===== src/rtl/bus_arbiter.sv =====
// Two-master bus arbiter with io/mem/ext address decode and ext-window wait states.
// Optional macro BUS_ARB_ROUND_ROBIN_EN selects round-robin contention; default is fixed priority to master 0.
module bus_arbiter #(
    parameter int                    ADDR_WIDTH = 16,
    parameter int                    DATA_WIDTH = 8,
    parameter logic [ADDR_WIDTH-1:0] IO_BASE    = 16'h0000,
    parameter int                    IO_SIZE    = 64,
    parameter logic [ADDR_WIDTH-1:0] SRAM_BASE  = 16'h0040,
    parameter int                    SRAM_SIZE  = 128,
    parameter int                    EXT_WAIT   = 2
) (
    input  logic                  clk,
    input  logic                  reset,
    input  logic                  m0_req,
    input  logic                  m0_we,
    input  logic [ADDR_WIDTH-1:0] m0_addr,
    input  logic [DATA_WIDTH-1:0] m0_wdata,
    output logic                  m0_gnt,
    output logic                  m0_ack,
    output logic [DATA_WIDTH-1:0] m0_rdata,
    input  logic                  m1_req,
    input  logic                  m1_we,
    input  logic [ADDR_WIDTH-1:0] m1_addr,
    input  logic [DATA_WIDTH-1:0] m1_wdata,
    output logic                  m1_gnt,
    output logic                  m1_ack,
    output logic [DATA_WIDTH-1:0] m1_rdata,
    output logic [ADDR_WIDTH-1:0] bus_addr,
    output logic [DATA_WIDTH-1:0] bus_wdata,
    output logic                  bus_drive,
    input  logic [DATA_WIDTH-1:0] bus_rdata,
    output logic                  io_cs,
    output logic                  io_we,
    output logic                  io_oe,
    output logic                  mem_cs,
    output logic                  mem_we,
    output logic                  mem_oe,
    output logic                  ext_cs,
    output logic                  ext_we,
    output logic                  ext_oe
);

    typedef enum logic [1:0] {S_IDLE, S_ACCESS, S_WAIT, S_DONE} state_t;
    typedef enum logic [1:0] {R_IO, R_MEM, R_EXT} region_t;

    localparam logic [ADDR_WIDTH:0] IO_LEN    = (ADDR_WIDTH+1)'(IO_SIZE);
    localparam logic [ADDR_WIDTH:0] SRAM_LEN  = (ADDR_WIDTH+1)'(SRAM_SIZE);
    localparam logic [3:0]          WAIT_INIT = 4'(EXT_WAIT - 1);
    localparam bit                  HAS_WAIT  = (EXT_WAIT > 0);

    // Offsets are one bit wider than the address: an address below a window's
    // base wraps to a value above any window size instead of aliasing into it.
    function automatic region_t decode(input logic [ADDR_WIDTH-1:0] a);
        logic [ADDR_WIDTH:0] io_off;
        logic [ADDR_WIDTH:0] mem_off;
        io_off  = {1'b0, a} - {1'b0, IO_BASE};
        mem_off = {1'b0, a} - {1'b0, SRAM_BASE};
        if (io_off < IO_LEN)    return R_IO;
        if (mem_off < SRAM_LEN) return R_MEM;
        return R_EXT;
    endfunction

    state_t                state;
    region_t               region;
    logic                  owner;
    logic                  we_q;
    logic [3:0]            wait_cnt;
    logic                  xfer_end;

    logic                  pick;
    logic                  sel_we;
    logic [ADDR_WIDTH-1:0] sel_addr;
    logic [DATA_WIDTH-1:0] sel_wdata;
    region_t               sel_region;

`ifdef BUS_ARB_ROUND_ROBIN_EN
    logic                  last_gnt;
`endif

    // NOTE: pick gets a default before any conditional update so no latch is inferred.
    always_comb begin
        pick = m1_req & ~m0_req;
`ifdef BUS_ARB_ROUND_ROBIN_EN
        if (m0_req && m1_req) pick = ~last_gnt;
`endif
    end

    assign sel_we     = pick ? m1_we    : m0_we;
    assign sel_addr   = pick ? m1_addr  : m0_addr;
    assign sel_wdata  = pick ? m1_wdata : m0_wdata;
    assign sel_region = decode(sel_addr);

    assign xfer_end = (state == S_ACCESS && !(region == R_EXT && HAS_WAIT)) ||
                      (state == S_WAIT && wait_cnt == 4'd0);

    // NOTE: all state and outputs use non-blocking assignments; the xfer_end block
    // below overrides the per-state case because the last scheduled update wins.
    always_ff @(posedge clk or negedge reset) begin
        if (!reset) begin
            state     <= S_IDLE;
            region    <= R_IO;
            owner     <= 1'b0;
            we_q      <= 1'b0;
            wait_cnt  <= '0;
            m0_gnt    <= 1'b0;
            m1_gnt    <= 1'b0;
            m0_ack    <= 1'b0;
            m1_ack    <= 1'b0;
            m0_rdata  <= '0;
            m1_rdata  <= '0;
            bus_addr  <= '0;
            bus_wdata <= '0;
            bus_drive <= 1'b0;
            {io_cs, io_we, io_oe}    <= 3'b000;
            {mem_cs, mem_we, mem_oe} <= 3'b000;
            {ext_cs, ext_we, ext_oe} <= 3'b000;
`ifdef BUS_ARB_ROUND_ROBIN_EN
            last_gnt  <= 1'b0;
`endif
        end else begin
            m0_ack <= 1'b0;
            m1_ack <= 1'b0;
            case (state)
                S_IDLE: begin
                    if (m0_req || m1_req) begin
                        owner     <= pick;
                        we_q      <= sel_we;
                        region    <= sel_region;
                        m0_gnt    <= ~pick;
                        m1_gnt    <= pick;
                        bus_addr  <= sel_addr;
                        bus_wdata <= sel_wdata;
                        bus_drive <= sel_we;
                        io_cs     <= (sel_region == R_IO);
                        io_we     <= (sel_region == R_IO) & sel_we;
                        io_oe     <= (sel_region == R_IO) & ~sel_we;
                        mem_cs    <= (sel_region == R_MEM);
                        mem_we    <= (sel_region == R_MEM) & sel_we;
                        mem_oe    <= (sel_region == R_MEM) & ~sel_we;
                        ext_cs    <= (sel_region == R_EXT);
                        ext_we    <= (sel_region == R_EXT) & sel_we;
                        ext_oe    <= (sel_region == R_EXT) & ~sel_we;
                        state     <= S_ACCESS;
                    end
                end
                S_ACCESS: begin
                    if (region == R_EXT && HAS_WAIT) begin
                        wait_cnt <= WAIT_INIT;
                        state    <= S_WAIT;
                    end
                end
                S_WAIT: begin
                    if (wait_cnt != 4'd0) wait_cnt <= wait_cnt - 4'd1;
                end
                S_DONE: begin
                    m0_gnt   <= 1'b0;
                    m1_gnt   <= 1'b0;
                    m0_rdata <= '0;
                    m1_rdata <= '0;
`ifdef BUS_ARB_ROUND_ROBIN_EN
                    last_gnt <= owner;
`endif
                    state    <= S_IDLE;
                end
                default: state <= S_IDLE;
            endcase

            if (xfer_end) begin
                bus_drive <= 1'b0;
                {io_cs, io_we, io_oe}    <= 3'b000;
                {mem_cs, mem_we, mem_oe} <= 3'b000;
                {ext_cs, ext_we, ext_oe} <= 3'b000;
                m0_ack   <= ~owner;
                m1_ack   <= owner;
                m0_rdata <= (!owner && !we_q) ? bus_rdata : '0;
                m1_rdata <= (owner && !we_q) ? bus_rdata : '0;
                state    <= S_DONE;
            end
        end
    end

endmodule


===== config.mk =====
export PLATFORM = sky130hd
export DESIGN_NAME = bus_arbiter
export DESIGN_NICKNAME = d
export VERILOG_FILES = /design/src/rtl/bus_arbiter.sv
export SDC_FILE = /design/constraint.sdc
export NUM_CORES = 1
export LEC_CHECK = 0
export CAP_MARGIN = 20
export CORE_ASPECT_RATIO = 0.6
export CORE_MARGIN = 1.5
export CORE_UTILIZATION = 30
export CTS_CLUSTER_SIZE = 20
export DETAILED_ROUTE_END_ITERATION = 10
export DONT_BUFFER_PORTS = 1
export PLACE_DENSITY_LB_ADDON = 0.05
export SLEW_MARGIN = 20
export SYNTH_ARGS = -nofsm -noshare
export SYNTH_HDL_FRONTEND = slang
export SYNTH_SLANG_ARGS = --single-unit

===== constraint.sdc =====
create_clock -name clk -period 2.3 [get_ports clk]
set_clock_uncertainty 0.05 [all_clocks]
set_input_delay 0.46 -clock clk [delete_from_list [all_inputs] [get_ports clk]]
set_output_delay 0.46 -clock clk [all_outputs]
set_load 0.1 [all_outputs]

* After elaboration in Yosys (flattened, before gate mapping)
Cells that the tools add are included.
** Word-level totals
- Bits in registers :: 64
- Bits of input ports :: 62
- Output and inout port bits :: 54
- Word-level logic and storage cells :: 131
** Cells by class
- Add/subtract/negate cells :: 2
- Order comparisons :: 2
- Equal/unequal tests :: 11
- Multiplexer cells :: 58
- Bitwise logic cells :: 11
- Reduce and logical (&&, ||, !) cells :: 24
** Operators by type and width (number)
- 8-bit two-way mux :: 6
- 1-bit two-way mux :: 38
- 17-bit by 8-bit less-than comparator with 1-bit output, second input constant :: 1
- 16-bit by 7-bit subtractor with 17-bit output, second input constant :: 1
- 16-bit by 7-bit less-than comparator with 1-bit output, second input constant :: 1
- 16-bit two-way mux :: 1
- 2-bit two-way mux :: 7
- 2-bit nonzero test :: 5
- 2-bit equality test, second input constant :: 4
- 4-bit two-way mux :: 2
- 4-bit one-hot mux with 2 select lines :: 1
- 4-bit nonzero test :: 2
- 1-bit bitwise AND :: 7
- 2-bit one-hot mux with 3 select lines :: 1
- 2-bit AND reduction :: 3
- 3-bit AND reduction :: 2
- 2-bit by 1-bit equality test with 1-bit output, second input constant :: 2
- 1-bit logical AND :: 4
- 2-bit zero test :: 2
- 4-bit zero test :: 1
- 2-bit by 1-bit != test with 1-bit output, second input constant :: 2
- 1-bit NOT :: 4
- 1-bit one-hot mux with 2 select lines :: 2
- 4-bit by 1-bit subtractor with 4-bit output, second input constant :: 1
- 5 further kinds :: 8

* Logic depth before layout (Yosys ltp)
Gate-level depths: netlist of run 1.
- Depth in word-level cells :: 14
- Gate-level depth with buffers :: 13
- Mapped depth without buffers :: 10

* Least setup slack after synthesis of run 1
No wires, ideal clock.
- Kind :: input -> register
- Start point :: in m0_req
- End point :: reg ext_oe
- Library setup time :: 0.142 ns
- Arrival time :: 2.795 ns
- Data required time :: 2.108 ns
- Setup slack :: -0.687 ns
- Stages on the path :: 13
- Path buffers :: 3
- Path through :: buf_4 > nand2b_4 > buf_6 > clkbuf_1 > mux2i_1 > ha_1 > nor4bb_1 > a32oi_1 > xnor2_1 > o21ai_1 > nor4_4 > o21bai_4 > o41ai_2
** On the way
- Word-level cells in the longest chain between the ends :: 14
- Elaborated cells on any way between the ends :: 22
- Those cells by class :: add/sub: 1; order compare: 2; eq/ne: 1; mux: 11; bitwise: 4; reduce/logical: 3
** RTL lines
- from (decl) :: RTL line 14 : input logic m0_req,
- 1-bit NOT :: RTL line 82 : pick = m1_req & ~m0_req;
- 1-bit bitwise AND :: RTL line 82
- 16-bit two-way mux :: RTL line 89 : assign sel_addr = pick ? m1_addr : m0_addr;
- 16-bit by 7-bit subtractor with 17-bit output :: RTL line 57 : mem_off = {1'b0, a} - {1'b0, SRAM_BASE};
- 17-bit by 8-bit less-than comparator with 1-bit output :: RTL line 59 : if (mem_off < SRAM_LEN) return R_MEM;
- 1-bit two-way mux (2 in a row) :: RTL line 59
- 2-bit two-way mux :: RTL line 60 : return R_EXT;
- 2-bit two-way mux :: RTL line 59
- 2-bit equality test :: RTL line 142 : ext_oe <= (sel_region == R_EXT) & ~sel_we;
- 1-bit bitwise AND :: RTL line 142
- 1-bit two-way mux :: RTL line 125 : if (m0_req || m1_req) begin
- 1-bit two-way mux :: RTL line 123 : case (state)
- 1-bit two-way mux :: RTL line 168 : if (xfer_end) begin
- to (signal assigned) :: RTL line 142
- to (decl) :: RTL line 40 : output logic ext_oe
Parallel ways exist; a longest one is shown, timed or not. The select of a mux whose other input is x is not followed.
A chain may end at the register's enable or synchronous reset.

* Worst setup path in the final report of run 1
- Start point :: in m0_req
- End point :: reg mem_oe
** On the way
- Word-level cells in the longest chain between the ends :: 14
- Elaborated cells on any way between the ends :: 22
- Those cells by class :: add/sub: 1; order compare: 2; eq/ne: 1; mux: 11; bitwise: 4; reduce/logical: 3
** RTL lines
- 1-bit NOT :: RTL line 82
- 1-bit bitwise AND :: RTL line 82
- 16-bit two-way mux :: RTL line 89
- 16-bit by 7-bit subtractor with 17-bit output :: RTL line 57
- 17-bit by 8-bit less-than comparator with 1-bit output :: RTL line 59
- 1-bit two-way mux (2 in a row) :: RTL line 59
- 2-bit two-way mux :: RTL line 60
- 2-bit two-way mux :: RTL line 59
- 2-bit by 1-bit equality test with 1-bit output :: RTL line 139 : mem_oe <= (sel_region == R_MEM) & ~sel_we;
- 1-bit bitwise AND :: RTL line 139
- 1-bit two-way mux :: RTL line 125
- 1-bit two-way mux :: RTL line 123
- 1-bit two-way mux :: RTL line 168
- to (signal assigned) :: RTL line 139
- to (decl) :: RTL line 37 : output logic mem_oe,
Parallel ways exist; a longest one is shown, timed or not. The select of a mux whose other input is x is not followed.

==> impl_metrics.toml, run 1 <==
[status]
outcome = "finished, final reports clean"

[pwr]
max-vdd-ir-drop_mv = 0.970
pwr-share-clk_pct = 20.7
p_comb_share_pct = 56.6
swShare_pct = 52.8
switching_power_uw = 3860
cellLeakagePower_uw = 0.00201
p_int_uw = 3440
p_per_area_mw_per_mm2 = 1740
p_seq_share_pct = 22.7

[logic_synthesis]
synth_flop_cell = "dfrtp_1"
async_reset_ff_share_pct = 100
synth_cell_types = 44
ys_seq_area_share_pct = 50.5
synth-edff-count = 0
avgSynthCellArea_um2 = 9.27
syn_area_mm2 = 0.00317
ys_ff_latch = 64
yosysWarnings = 0
syn_inst = 342
syn_nets = 411

[run]
drv_cap = 0

[clock_tree]
cts.sinks = 64
clockBufferDepth = 2
htree_levels = 3
clock_latency_ns = 0.33
cts_tree = "done"
numCtsBuffers = 9
clkTransAtPathRegs_ns = 0.06
root_buffer = "clkbuf_16"

[floorplan]
rows = 28
core_area_mm2 = 0.0101
fp.dieArea_mm2 = 0.0112
die_w_um = 136
start_util_pct = 31.5
ios = 116
die_y_um = 82.6

[sta]
fin_setup_tns_ns = 0
maxSlewViolCount = 0
hold_violations = 0
fin_crit_ns = 2.10
fmax_mhz = 476
finalCritPeriodShare_pct = 91.3
fin_hold_ws_ns = 0.166
setup_viol = 0
worst_pin_slew_ns = 0.691
maxSlewHeadroom_pct = 53.8
rsz0062_at_grt = "false"
setup_ws_ns = 0.200

[setup_path]
cp-end-kind = "flip-flop"
arrival_ns = 2.30
slowest_delay_ns = 0.24
crit_chain = "nand2b_4 -> mux2i_2 -> ha_2 -> nor4bb_2 -> a32oi_1 -> xnor2_1 -> o21ai_1 -> nor4_4 -> buf_4 -> nand3_1 -> a21oi_1"
worst_ep_required_time_ns = 2.50
critPathSlowestCell = "mux2i_2"
crit_type = "primary input to flip-flop"
critPathLaunchType = "primary input"
critPathMaxFanout = 8

[global_routing]
overflow = 0
grt_pass1_vias = 2640
grt_max_degree = 65
grt_pass1_wl_um = 14000
antenna_found_initial = 0
grt_usage_pct = 16.7

[drt]
detail-route-antenna-nets = 0
viasPerCell = 4.91
first_pass_iters = 4
drtIter0Drc = 133
drt_wl_total_um = 8860
vias = 2671
drt-wirelength-per-cell_um = 16.3
drc = 0

[placement]
dp_slack_ns = -0.229
hpwl_um = 6310
port_buffers = 0
placed_area_mm2 = 0.00379
place_congestion = 0.767

[finish]
drive_above_1_share_pct = 24.9
layout.nets = 473
antennaDiodeCount = 0
final_area_mm2 = 0.00419
syn_to_final_growth_pct = 32.0
nFillCells = 982

[worst_hold_path]
hp-class = "primary input to flip-flop"
-- power by group through the flow --
stage,logic [uW],registers (uW),clock network (uW)
final,4140,1660,1510
after global routing,4390,1700,1610
after CTS,4160,1660,1550
after detailed placement,4130,1680,0
after global placement,4110,1670,0
after floorplan,995,3900,0
-- critical path, delay by kind of cell --
kind	cells	cell delay, ns
and+or+nand+nor	4	0.65
xor gates and xnor gates	1	0.16
adders and majority gates	1	0.24
muxes	1	0.24
AOI/OAI and AO/OA	3	0.38
buffers and inverters	1	0.16
-- sequential cells by signal, summed over array words and instances (netlist names) --
| name | flops |
|---|---|
| m0_rdata | 8 |
| m1_rdata | 8 |
| ext_cs | 1 |
| m0_ack | 1 |
| m0_gnt | 1 |
| m1_ack | 1 |
| bus_addr | 16 |
| bus_drive | 1 |
| ext_we | 1 |
| io_cs | 1 |
| ext_oe | 1 |
| mem_we | 1 |
| wait_cnt | 4 |
| m1_gnt | 1 |
| owner | 1 |
| bus_wdata | 8 |
| region | 2 |
| we_q | 1 |
| mem_cs | 1 |
| io_we | 1 |
| state | 2 |
| io_oe | 1 |
| mem_oe | 1 |
-- synthesized netlist by cell type (3+ instances only) --
library cell,count,area (um^2)
nand2b_1,3,18.8
a21oi_1,13,65.1
ha_1,7,87.6
nand3_1,22,110
nor2_1,27,101
nor3_1,7,35.0
mux2i_1,11,110
nor2b_1,3,18.8
o21ai_0,14,70.1
inv_1,5,18.8
nand2_1,78,293
a31oi_1,16,100
nand3b_1,17,128
dfrtp_1,64,1600
clkbuf_1,16,60.1
-- final cells by class --
class	instances	area, um^2	share of cell area [%]
clock buffers	14	274	6.55
clock inverters	2	60.1	1.43
inverters	5	18.8	0.448
multi-input cells	251	1480	35.4
flip-flops and latches	64	1600	38.3
well taps	135	169	4.03
repair buffers	73	583	13.9
-- metrics by stage --
stage / total power [uW] / util, % / cells
6_report: 7300 / 41.6 / 544
5_1_grt: 7700 / 41.6 / 544
4_1_cts: 7370 / 41.4 / 543
3_5_place_dp: 5800 / 37.7 / 525
3_3_place_gp: 5780 / 37.7 / 525
2_1_floorplan: 4890 / - / 342
-- cells in the final DEF, fill, tap and decap left out, drive strengths merged --
master	instances
a32oi	1
dlygate4sd3	1
dfrtp	64
o21a	2
a31o	1
nand3b	17
xor2	1
nor2	27
a31oi	16
a21o	2
nor4bb	2
nor3	7
o21ai	16
mux2	1
nor4	3
a32o	2
o31a	1
or3	1
inv	5
nor4b	1
nand2	78
nor3b	2
nand4	1
clkbuf	14
mux2i	11
and2	1
buf	72
xnor2	1
o21bai	2
bufinv	2
nand3	22
a21oi	15
nor2b	3
o41ai	2
ha	7
a22o	1
nand2b	4
-- what timing repair did --
| action | in CTS | in global routing |
|---|---|---|
| setup buffers | 0 | 1 |
| hold buffers | 2 | 0 |
| hold endpoints to repair | 64 | 0 |
| gates resized for setup | 0 | 3 |
| endpoints found under the setup margin | 0 | 4 |
-- cells by family after synthesis --
| group | share of synthesized area (%) |
|---|---|
| xor+xnor | 0.553 |
| simple gates | 25.9 |
| flops | 50.5 |
| mux | 3.83 |
| compound gates | 12.8 |
| fa+ha+maj | 2.76 |
| buf+inv | 3.63 |
-- path summary, 6_finish.rpt --
path	endpoint	start	cells past startpoint	slack (ns)
max in group asynchronous	bus_wdata[4]	reset	2	1.30
min in group asynchronous	bus_addr[11]	reset	2	0.60
worst max-delay path	mem_oe	m0_req	11	0.20
worst min-delay path	owner	m0_req	1	0.17
worst max register to register	wait_cnt[3]	state[0]	9	0.23
worst min register to register	bus_addr[11]	bus_addr[11]	2	0.44
-- metal layers --
metal  vias up  wire length, um  track usage [%]
met3         9              794             7.39
li1       1305                -                -
met2        84             3640             23.7
met4         0               70             4.84
met5         -                0                0
met1      1273             4360             22.9
Power figures use the tool's default switching activity.
==> inputs of run 2 (changes only) <==
CTS_CLUSTER_SIZE = default   (was 20)
==> results of run 2 <==
The final DEF is identical to that of run 1; final timing and power are the same.
